<file path="src/rtl/ama_riscv_hazard_pkg.sv">
// AMA-RISCV hazard unit shared types: stall causes and fwd_sel encoding.
// Used by ama_riscv_hazard_unit and ama_riscv_mc_scoreboard.
package ama_riscv_hazard_pkg;

  typedef enum logic [1:0] {
    NONE      = 2'd0,
    LOAD_USE  = 2'd1,
    MC_RAW    = 2'd2,
    MC_STRUCT = 2'd3
  } stall_cause_e;

  localparam int FWD_RF     = 0;
  localparam int FWD_MC_OFS = 1;

  function automatic int fwd_sw(input int depth);
    return $clog2(depth + 2);
  endfunction

endpackage

</file>
<file path="src/rtl/ama_riscv_mc_scoreboard.sv">
// Multi-cycle op tracking: per-register pending bitmap, busy flag and
// latency watchdog. Only built when AMA_RISCV_MC_SCOREBOARD_EN is defined.
module ama_riscv_mc_scoreboard #(
  parameter int REG_AW = 5,
  parameter int MC_LAT = 8
) (
  input  logic                   clk_i,
  input  logic                   rst_ni,
  input  logic                   set_i,
  input  logic [REG_AW-1:0]      set_rd_i,
  input  logic                   done_i,
  input  logic [REG_AW-1:0]      done_rd_i,
  output logic [2**REG_AW-1:0]   pending_o,
  output logic                   busy_o,
  output logic                   timeout_o
);

  localparam int NREG = 2 ** REG_AW;
  localparam int CW   = $clog2(MC_LAT + 1);
  localparam logic [CW-1:0] LAT = CW'(MC_LAT);

  logic [NREG-1:0] pend_q, pend_d;
  logic            busy_q, busy_d;
  logic [CW-1:0]   cnt_q, cnt_d;
  logic            tmo_q, tmo_d;
  logic            done_v;

  // a completion with nothing outstanding is stale and dropped
  assign done_v = done_i & busy_q;

  always_comb begin
    pend_d = pend_q;
    busy_d = busy_q;
    cnt_d  = cnt_q;
    tmo_d  = tmo_q;
    if (busy_q && !done_v && cnt_q == LAT)
      tmo_d = 1'b1;
    if (done_v) begin
      pend_d[done_rd_i] = 1'b0;
      busy_d = 1'b0;
      cnt_d  = '0;
    end else if (busy_q && cnt_q != LAT) begin
      cnt_d = cnt_q + 1'b1;
    end
    if (set_i) begin
      busy_d = 1'b1;
      cnt_d  = CW'(1);
      if (set_rd_i != '0)
        pend_d[set_rd_i] = 1'b1;
    end
  end

  always_ff @(posedge clk_i) begin
    if (!rst_ni) begin
      pend_q <= '0;
      busy_q <= 1'b0;
      cnt_q  <= '0;
      tmo_q  <= 1'b0;
    end else begin
      pend_q <= pend_d;
      busy_q <= busy_d;
      cnt_q  <= cnt_d;
      tmo_q  <= tmo_d;
    end
  end

  assign pending_o = pend_q;
  assign busy_o    = busy_q;
  assign timeout_o = tmo_q;

endmodule

</file>
<file path="src/rtl/ama_riscv_hazard_unit.sv">
// AMA-RISCV ID-stage hazard unit: operand forwarding, load-use and MC stalls.
// MC scoreboard enabled by defining AMA_RISCV_MC_SCOREBOARD_EN.
module ama_riscv_hazard_unit
  import ama_riscv_hazard_pkg::*;
#(
  parameter int  NUM_SRC   = 2,
  parameter int  FWD_DEPTH = 2,
  parameter int  MC_LAT    = 8,
  parameter int  REG_AW    = 5,
  localparam int FSW       = fwd_sw(FWD_DEPTH)
) (
  input  logic                      clk_i,
  input  logic                      rst_ni,
  input  logic [NUM_SRC*REG_AW-1:0] rs_id_i,
  input  logic [NUM_SRC-1:0]        rs_used_id_i,
  input  logic [REG_AW-1:0]         rd_id_i,
  input  logic                      mc_id_i,
  input  logic                      issue_i,
  input  logic                      flush_i,
  input  logic [FWD_DEPTH*REG_AW-1:0] rd_stg_i,
  input  logic [FWD_DEPTH-1:0]      we_stg_i,
  input  logic                      load_stg0_i,
  input  logic                      mc_done_i,
  input  logic [REG_AW-1:0]         mc_rd_i,
  output logic [NUM_SRC*FSW-1:0]    fwd_sel_o,
  output logic                      stall_o,
  output logic [1:0]                stall_cause_o,
  output logic                      mc_busy_o,
  output logic                      mc_timeout_o
);

  localparam int NREG   = 2 ** REG_AW;
  localparam int FWD_MC = FWD_DEPTH + FWD_MC_OFS;

  logic [REG_AW-1:0]      rs;
  logic [FSW-1:0]         sel;
  logic [NUM_SRC*FSW-1:0] fwd;
  logic [NUM_SRC-1:0]     lu;
  logic [NUM_SRC-1:0]     raw;
  logic [NREG-1:0]        pend;
  logic                   done_v;
  logic                   strct;
  stall_cause_e           cause;

`ifdef AMA_RISCV_MC_SCOREBOARD_EN
  logic busy;
  logic set_v;

  assign done_v = mc_done_i & busy;
  assign strct  = mc_id_i & busy & ~done_v;
  assign set_v  = issue_i & mc_id_i & ~flush_i & ~stall_o;

  ama_riscv_mc_scoreboard #(
    .REG_AW (REG_AW),
    .MC_LAT (MC_LAT)
  ) u_sb (
    .clk_i     (clk_i),
    .rst_ni    (rst_ni),
    .set_i     (set_v),
    .set_rd_i  (rd_id_i),
    .done_i    (mc_done_i),
    .done_rd_i (mc_rd_i),
    .pending_o (pend),
    .busy_o    (busy),
    .timeout_o (mc_timeout_o)
  );

  assign mc_busy_o = busy;
`else
  localparam int unused_lat = MC_LAT;
  logic unused_mc;

  assign unused_mc = ^{clk_i, issue_i, flush_i, mc_id_i,
                       rd_id_i, mc_done_i, mc_rd_i};
  assign done_v       = 1'b0;
  assign strct        = 1'b0;
  assign pend         = '0;
  assign mc_busy_o    = 1'b0;
  assign mc_timeout_o = 1'b0;
`endif

  // descending scan so the youngest matching stage wins
  always_comb begin
    fwd = '0;
    lu  = '0;
    raw = '0;
    rs  = '0;
    sel = '0;
    for (int i = 0; i < NUM_SRC; i++) begin
      rs  = rs_id_i[i*REG_AW +: REG_AW];
      sel = FSW'(FWD_RF);
      if (rs_used_id_i[i] && rs != '0) begin
        for (int k = FWD_DEPTH - 1; k >= 0; k--)
          if (we_stg_i[k] && rd_stg_i[k*REG_AW +: REG_AW] == rs)
            sel = FSW'(k + 1);
        if (sel == FSW'(FWD_RF) && done_v && mc_rd_i == rs)
          sel = FSW'(FWD_MC);
        lu[i]  = we_stg_i[0] & load_stg0_i &
                 (rd_stg_i[REG_AW-1:0] == rs);
        raw[i] = pend[rs] & ~(done_v & (mc_rd_i == rs));
      end
      fwd[i*FSW +: FSW] = sel;
    end
  end

  always_comb begin
    cause = NONE;
    if (|lu)
      cause = LOAD_USE;
    else if (|raw)
      cause = MC_RAW;
    else if (strct)
      cause = MC_STRUCT;
    if (!rst_ni)
      cause = NONE;
  end

  assign stall_o       = (cause != NONE);
  assign stall_cause_o = cause;
  assign fwd_sel_o     = rst_ni ? fwd : '0;

endmodule

</file>
<file path="config.mk">
export PLATFORM = sky130hd
export DESIGN_NAME = ama_riscv_hazard_unit
export DESIGN_NICKNAME = d
export VERILOG_FILES = /design/src/rtl/ama_riscv_hazard_pkg.sv /design/src/rtl/ama_riscv_mc_scoreboard.sv /design/src/rtl/ama_riscv_hazard_unit.sv
export SDC_FILE = /design/constraint.sdc
export NUM_CORES = 1
export LEC_CHECK = 0
export ABC_CLOCK_PERIOD_IN_PS = 2110
export CORE_UTILIZATION = 25
export DETAILED_ROUTE_END_ITERATION = 10
export PLACE_DENSITY = 0.89
export SYNTH_ARGS = -nofsm -noshare
export SYNTH_HDL_FRONTEND = slang
export SYNTH_SLANG_ARGS = --single-unit
export TNS_END_PERCENT = 30
</file>
<file path="constraint.sdc">
create_clock -name vclk -period 2.11
set_input_delay 0.422 -clock vclk [all_inputs]
set_output_delay 0.422 -clock vclk [all_outputs]
set_load 0.02 [all_outputs]
</file>
==> results of run 1 <==
==> critical path, cell delays in order <==
cell	delay, ps
buf_8	100
or4_4	550
o21ai_4	180
nor4_4	70
o2111a_1	270
buf_6	140
==> final timing paths <==
check / start / end / depth (start not counted)
setup / recovery: rs_id_i[4] / stall_cause_o[0] / 6
hold / removal: rs_id_i[7] / fwd_sel_o[3] / 6
==> placed cells by master (no fill, tap or decap), drive strengths merged <==
master         instances
clkdlybuf4s50          5
conb                   3
buf                   29
o2111a                 1
nand2                  3
nand3                  1
nor2                   1
dlygate4sd2           12
or4                    2
nand4                  2
nor4                   3
dlymetal6s2s           1
nor3                   2
and3                   2
xor2                   9
o21ai                  2
xnor2                 11
a211oi                 2
==> stage by stage <==
step           setup slack [ps]  total power [uW]  utilization, %  hold WS, ps
5_1_grt                   -73.5               157            67.1         1430
6_report                  -54.9               148            67.1         1400
4_1_cts                   -18.5               138            64.7         1400
2_1_floorplan              15.2              49.6               -          979
3_3_place_gp               -770               128            61.4         1900
3_5_place_dp               -790               130            61.4         1890
==> logic make-up after synthesis <==
kind of cell,after synthesis,share of synthesized area (%)
buffers and inverters,4,8.89
AOI/OAI and AO/OA,5,11.8
and+or+nand+nor,16,26.3
other,1,1.11
xor gates and xnor gates,20,51.9
==> synth_stat cells <==
library cell	number	area (um2)
conb_1	1	3.75
buf_4	4	30.0
a211oi_1	2	15.0
xnor2_1	11	96.3
xor2_1	9	78.8
and3_1	2	12.5
o21ai_2	1	8.76
nor2_1	1	3.75
nand3_1	1	5.00
nor4_1	3	18.8
or4_1	2	15.0
o2111a_1	1	11.3
nand4_1	2	12.5
nand2_1	3	11.3
nor3_1	2	10.0
o21ai_1	1	5.00
==> repair_timing <==
action / 4_1_cts / 5_1_grt
gates resized for setup: 91 / 5
buffers inserted: 5 / 0
pin swaps: 15 / 4
gates cloned: 0 / 0
setup endpoints to repair: 6 / 6
==> where the power goes <==
group          switching, uW  internal (uW)  leakage (uW)
Sequential                 0              0             0
Combinational           67.6           80.3      0.000363
Clock                      0              0             0
Total                   67.6           80.3      0.000363
==> metal layers <==
| metal | track usage [%] | wire length, um |
|---|---|---|
| met2 | 42.1 | 773 |
| met5 | 0 | 0 |
| met1 | 21.3 | 536 |
| met4 | 0 | 0 |
| met3 | 1.16 | 84 |
==> cell type report <==
cell class         count  area [um2]  area share [%]
repair buffers        47         394            49.5
multi-input cells     44         384            48.3
well taps             14        17.5            2.20
==> summary.md, run 1 <==
| Metric | Value |
|---|---|
| Final slew viol count | 0 |
| Die Ht | 38.8 um |
| Final period util | 103% |
| Hold crit path type | input pin to output pin |
| Status | complete, but fails checks |
| Syn_area_per_cell | 7.34 um2 |
| Hold Violations, Final | 0 |
| Fillcell total | 107 |
| Antenna-violating nets left | 0 |
| Synth cell types | 16 |
| Failing checks | negative setup slack |
| Post-route cell area | 796 um2 |
| Post-CTS Hold Buffers | 0 |
| Crit start category | input pin |
| Iter 0 DRT Violations | 1 |
| DR vias/cell | 4.67 |
| PD cells | 186 nW/um2 |
| DRC violations left | 0 |
| Area delta synth->final | 136% |
| Final RePlAce weighted congestion | 0.785 |
| Die Width | 38.8 um |
| Cells after Synth | 46 |
| Layout Cells excl Fill | 105 |
| Worst setup margin | -54.9 ps |
| Final setup violation count | 2 |
| Max cap viols | 0 |
| Fin crit period | 2160 ps |
| Reg area | 0 um2 |
| Peak VDD IR | 0.000102 V |
| I/O pins | 50 |
| First-pass GRT wire length | 2100 um |
| Initial antenna violation count | 0 |
| Initial Utilization | 28.5% |
| Final nets | 134 |
| Pre-Repair DR Iteration Count | 3 |
| Max frequency | 462 MHz |
| Synth warnings | 0 |
| Drt wl/cell | 13.3 um |
| Post-Syn Area | 338 um2 |
| CP arrival | 1740 ps |
| Largest net degree at the start of global routing | 6 |
| N_diodes | 0 |
| Vias in the first global route | 510 |
| Routed vias | 490 |
| Worst path required time | 1690 ps |
| Setup CP Type | input pin to output pin |
| Core area | 1190 um2 |
| CP Max Fanout | 3 |
| Gr usage total | 19.6% |
| Seq cells | 0 |
| Placed insts | 100 |
| Die area | 1500 um2 |
| PortBufs | 32 |
| Pleak | 0.000363 uW |
| Final wirelength | 1390 um |
| CP endpoint kind | output pin |
| Number of clock buffers in the layout | 0 |
| RSZ-0062 raised after global routing | true |
| Seq/Total Area, Yosys | 0% |
| Final TNS setup | -109 ps |
| Layout cells sized above 1 | 42.9% |
| Number of cell rows | 12 |
| GRT Residual Overflow | 0 |
| Area post-placement | 728 um2 |
No activity file was read; power rests on OpenSTA's default activity.
==> run 2, diff against run 1 <==
Settings changed: ABC_CLOCK_PERIOD_IN_PS 2110 to 1900, CORE_AREA set to 2 2 39 41, CORE_UTILIZATION 25 to unset, DIE_AREA set to 0 0 41 43, DONT_BUFFER_PORTS set to 1, GPL_TIMING_DRIVEN set to 0, PLACE_DENSITY 0.89 to 0.43.
Clock period 2.11 ns to 1.9 ns, I/O delays scaled along.
==> run 2 against run 1 <==
Net effect:
- the flow still finishes with violations (negative setup slack)
- count of clock-buffer cells in the layout stayed put
- worst hold slack worse by 580 ps
- sequential share of layout area stayed put
- cell area is 43% lower
- utilization is 34 points lower
- critical path depth is 1 lower
- worst setup slack worse by 41 ps
- non-clock buffer count is 38 lower
- first-iteration DRC count stayed put
==> summary.md, run 2 (same netlist as run 1, synthesis figures left out) <==
| Metric | Value |
|---|---|
| First-pass GRT wire length | 1370 um (-35%) |
| Final setup violation count | 1 (-1) |
| DRC violations left | 0 (unchanged) |
| Most frequent cells in the layout | xnor2_1, xor2_1, buf_4, nand2_1, conb_1 |
| DR vias/cell | 4.86 (+4.0%) |
| Final RePlAce weighted congestion | 0.722 (-8.1%) |
| Fillcell total | 173 (+62%) |
| Layout cells sized above 1 | 34.0% (-8.9 points) |
| Pleak | 0.000158 uW (-57%) |
| Reg area | 0 um2 (unchanged) |
| Gr usage total | 10.7% (-9.0 points) |
| CP endpoint kind | output pin |
| Logic pwr share | 100.0% (about the same) |
| PortBufs | 0 (-100%) |
| Number of cell rows | 14 (+2) |
| Max frequency | 501 MHz |
| Critical path, cell by cell | or4_4 -> o21ai_4 -> nor3_2 -> o2111a_2 -> buf_6 |
| N_diodes | 0 (unchanged) |
| Setup CP Type | input pin to output pin |
| Die area | 1760 um2 (+17%) |
| Iter 0 DRT Violations | 1 (unchanged) |
| Antenna-violating nets left | 0 (unchanged) |
| Status | complete, but fails checks |
| Routing usage on met1 | 14.6% (-6.7 points) |
| Placed insts | 64 (-36%) |
| Sequential power share | 0% (unchanged) |
| PD cells | 168 nW/um2 (-9.7%) |
| Pre-Repair DR Iteration Count | 4 (+1) |
| Met3 Resource Use GR | 6.81% (+5.7 points) |
| Sw Pwr | 32.5 uW (-52%) |
| CP arrival | 1620 ps (-120 ps) |
| Die Ht | 43 um (+11%) |
| Max cap viols | 0 (unchanged) |
| Peak VDD IR | 0.0000566 V (-45%) |
| Hold Violations, Final | 0 (unchanged) |
| Crit start category | input pin |
| Switching Fraction | 42.5% (-3.2 points) |
| Hold crit path type | input pin to output pin |
| RSZ-0062 raised after global routing | true |
| Die Width | 41 um (+5.8%) |
| Post-route cell area | 455 um2 (-43%) |
| Largest net degree at the start of global routing | 6 (unchanged) |
| Largest stage delay, worst path | 530 ps (-20 ps) |
| Initial antenna violation count | 0 (unchanged) |
| Setup WS pre-CTS | -161 ps (+628 ps) |
| Fin crit period | 2000 ps |
| Core area | 1380 um2 (+17%) |
| Vias in the first global route | 359 (-30%) |
| Layout Cells excl Fill | 69 (-34%) |
| Routed vias | 335 (-32%) |
| Post-CTS Hold Buffers | 0 (unchanged) |
| Area post-placement | 370 um2 (-49%) |
| CP Max Fanout | 3 (unchanged) |
| Worst setup margin | -95.9 ps (-41.0 ps) |
| Area delta synth->final | 34.8% |
| Number of clock buffers in the layout | 0 (unchanged) |
| GRT Residual Overflow | 0 (unchanged) |
| Failing checks | negative setup slack |
| Clock Power Share | 0% (unchanged) |
| Overall power | 76.4 uW (-48%) |
| Most common cell after layout, fill and taps aside | xnor2_1 |
| Drt wl/cell | 13.5 um (+1.4%) |
| Worst path required time | 1520 ps (-170 ps) |
| CP max-delay cell | or4_4 |
| Grt met2 use | 15.0% (-27 points) |
| Final period util | 105% |
| Seq cells | 0 (unchanged) |
| I/O pins | 50 (unchanged) |
| Final slew viol count | 0 (unchanged) |
| Multi-input gate area | 364 um2 (-5.2%) |
| Int Power | 44.0 uW (-45%) |
| Hpwl dp | 838 um |
| Initial Utilization | 24.4% (-4.1 points) |
| Final nets | 96 (-28%) |
| Busiest grt layer | met2 |
| Final wirelength | 929 um (-33%) |
==> run 2: cell types whose count changed in the layout (fill, tap and decap cells not counted), sizes merged <==
| cell | previous run | this run |
|---|---|---|
| buf | 29 | 9 |
| clkdlybuf4s50 | 5 | 0 |
| dlymetal6s2s | 1 | 0 |
| dlygate4sd2 | 12 | 0 |
==> run 2: cell type report <==
| cell class | instances | area share (%) |
|---|---|---|
| plain buffers | 4 | 7.42 |
| well taps | 16 | 4.40 |
| multi-input cells | 44 | 79.9 |
| repair buffers | 5 | 8.24 |
==> run 2: repair_timing <==
| action | CTS | global route |
|---|---|---|
| cloned | 0 | 0 |
| setup endpoints to repair | 4 | 2 |
| buffers inserted | 4 | 1 |
| gates resized for setup | 5 | 4 |
| endpoints found under the hold margin | 0 | 0 |
| pin swaps | 4 | 2 |
==> run 2: worst max-delay path: cells and delay by family <==
| family | cells | cell delay (ps) |
|---|---|---|
| buffers and inverters | 1 | 150 |
| AND/OR/NAND/NOR | 2 | 590 |
| AO/OA/AOI/OAI | 2 | 490 |
==> run 2: final timing paths <==
path / start / depth (start not counted) / endpoint
max: rs_id_i[6] / 5 / stall_cause_o[0]
min: we_stg_i[0] / 1 / fwd_sel_o[1]
==> run 2: metrics by stage <==
step	setup TNS (ps)	util (%)	hold WS [ps]
4_1_cts	-105	30.7	858
3_3_place_gp	-293	26.8	905
6_report	-95.9	32.9	821
3_5_place_dp	-318	26.8	906
5_1_grt	-125	32.9	824
2_1_floorplan	-59.4	-	895
==> run 2: routing by layer <==
metal	share of wire, %	wire, um	vias to the layer above
li1	-	-	171
met1	38	355	138
met2	41	381	26
met3	21	191	0
met4	0	0	0
met5	0	0	-
==> run 2: power by group through the flow <==
stage	clock network [uW]	registers (uW)	logic, uW
global route	0	0	85.4
global placement	0	0	61.2
CTS	0	0	72.0
detailed placement	0	0	61.6
finish	0	0	76.4
floorplan	0	0	55.2
==> run 3, diff against run 2 <==
Settings changed: ABC_AREA set to 1, PLACE_DENSITY 0.43 to unset.
==> run 3 against run 2 <==
Net effect:
- the flow now finishes without violations
- worst hold slack improved by 75 ps
- sequential share of layout area did not move
- cell area rose by 2.2%
==> summary.md, run 3 <==
| Metric | Value |
|---|---|
| First-pass GRT wire length | 1680 um (+23%) |
| Setup CP Type | input pin to output pin |
| Synth cell count leaders | nand2_1, inv_1, nor2_1 |
| I/O pins | 50 (unchanged) |
| CP Launch Point | rs_id_i[0] |
| PD cells | 162 nW/um2 (-3.4%) |
| Pre-Repair DR Iteration Count | 3 (-1) |
| Layout Cells excl Fill | 104 (+51%) |
| Largest net degree at the start of global routing | 5 (-1) |
| Post-CTS Hold Buffers | 0 (unchanged) |
| N_diodes | 0 (unchanged) |
| Gr usage total | 12.6% (+1.9 points) |
| CP max-delay cell | a21oi_2 |
| Core area | 1380 um2 (unchanged) |
| Area delta synth->final | 6.29% |
| RSZ-0062 raised after global routing | false |
| Most common cell after layout, fill and taps aside | nand2_1 |
| CP Max Fanout | 3 (unchanged) |
| Final wirelength | 1030 um (+10%) |
| Number of cell rows | 14 (unchanged) |
| Status | finished, final reports clean |
| Iter 0 DRT Violations | 8 (+7) |
| Final setup violation count | 0 (-1) |
| Seq cells | 0 (unchanged) |
| Die Ht | 43 um (unchanged) |
| Most frequent cells in the layout | nand2_1, inv_1, nor2_1, xor2_1, nand3_1 |
| DR vias/cell | 4.50 (-7.3%) |
| Setup repair bufs after CTS | 0 (-4) |
| Largest stage delay, worst path | 300 ps (-230 ps) |
| Die Width | 41 um (unchanged) |
| CTS-repair resized insts | 0 (-5) |
| Start point of the worst hold path | we_stg_i[0] |
| Syn_area_per_cell | 5.09 um2 (-31%) |
| Fin crit period | 1710 ps (-290 ps) |
| Seq/Total Area, Yosys | 0% (unchanged) |
| Final TNS setup | 0 ps (+95.9 ps) |
| Hold crit path type | input pin to output pin |
| DRC violations left | 0 (unchanged) |
| Synth cell types | 17 (+1) |
| Largest cells by area after synthesis | nand2_1, inv_1, xor2_1 |
| Number of clock buffers in the layout | 0 (unchanged) |
| Synth warnings | 0 (unchanged) |
| Critical path, cell by cell | xnor2_1 -> nand2_1 -> nor2_2 -> nand3_1 -> a21oi_2 -> buf_4 |
| Worst path required time | 1520 ps (about the same) |
| Hold Violations, Final | 0 (unchanged) |
| Die area | 1760 um2 (unchanged) |
| Final period util | 89.8% (-15 points) |
| PortBufs | 0 (unchanged) |
| Layout cells sized above 1 | 12.5% (-21 points) |
| Synth top area share | 20.6% (-7.9 points) |
| Post-Syn Area | 438 um2 (+30%) |
| Routed vias | 468 (+40%) |
| GRT Residual Overflow | 0 (unchanged) |
| Placed insts | 104 (+63%) |
| Count leader, synth | nand2_1 |
| Pleak | 0.000256 uW (+62%) |
| Reg area | 0 um2 (unchanged) |
| Cells after Synth | 86 (+87%) |
| Crit start category | input pin |
| Dominant cell type by area after synthesis | nand2_1 |
| Hpwl dp | 977 um (+17%) |
| Final nets | 131 (+36%) |
| Initial Utilization | 31.6% (+7.2 points) |
| Peak VDD IR | 0.0000712 V (+26%) |
| Final slew viol count | 0 (unchanged) |
| Final RePlAce weighted congestion | 0.820 (+14%) |
| CP endpoint kind | output pin |
| Drt wl/cell | 9.87 um (-27%) |
| Antenna-violating nets left | 0 (unchanged) |
| Initial antenna violation count | 0 (unchanged) |
| Max cap viols | 0 (unchanged) |
| Max frequency | 586 MHz (+17%) |
| CP arrival | 1330 ps (-290 ps) |
| Vias in the first global route | 471 (+31%) |
[run 3: stage by stage]
step / worst slack, ps / power [uW] / hold slack, ps / util, % / area (um2)
after detailed placement: 182 / 75.8 / 895 / 33.6 / 465
final: 194 / 75.5 / 896 / 33.6 / 465
after CTS: 182 / 75.9 / 896 / 33.6 / 465
after global placement: 198 / 74.7 / 888 / 33.6 / 465
after global routing: 48.2 / 86.7 / 917 / 33.6 / 465
after floorplan: 271 / 67.6 / 886 / - / 445
[run 3: worst max-delay path, delay by kind of cell]
| kind | cells | cell delay, ps |
|---|---|---|
| simple gates | 3 | 310 |
| xor+xnor | 1 | 130 |
| buf+inv | 1 | 210 |
| compound gates | 1 | 300 |
[run 3: power by group]
group	switching, uW	internal [uW]
clock network	0	0
registers	0	0
logic	41.2	34.3
[run 3: layer usage]
metal  vias to the layer above  track usage, %  share of wire (%)
met3                         0            2.09                 15
li1                        257               -                  -
met5                         -               0                  0
met2                        26            22.2                 45
met4                         0               0                  0
met1                       185            16.1                 40
[run 3: cell type report]
| class | count | area, um2 |
|---|---|---|
| Fill cell | 157 | 918 |
| Multi-Input combinational cell | 68 | 355 |
| Inverter | 16 | 60.1 |
| Buffer | 4 | 30.0 |
| Tap cell | 16 | 20.0 |
[run 3: path summary, 6_finish.rpt]
check,endpoint,slack (ps),cells past startpoint
worst max-delay path,stall_cause_o[0],190,6
worst min-delay path,stall_o,900,2
[run 3: logic make-up after synthesis]
group,Yosys count,share of synthesized area (%)
buffers and inverters,20,20.6
other,1,0.856
and+or+nand+nor,52,53.4
AOI/OAI and AO/OA,2,3.14
xor gates and xnor gates,11,22.0
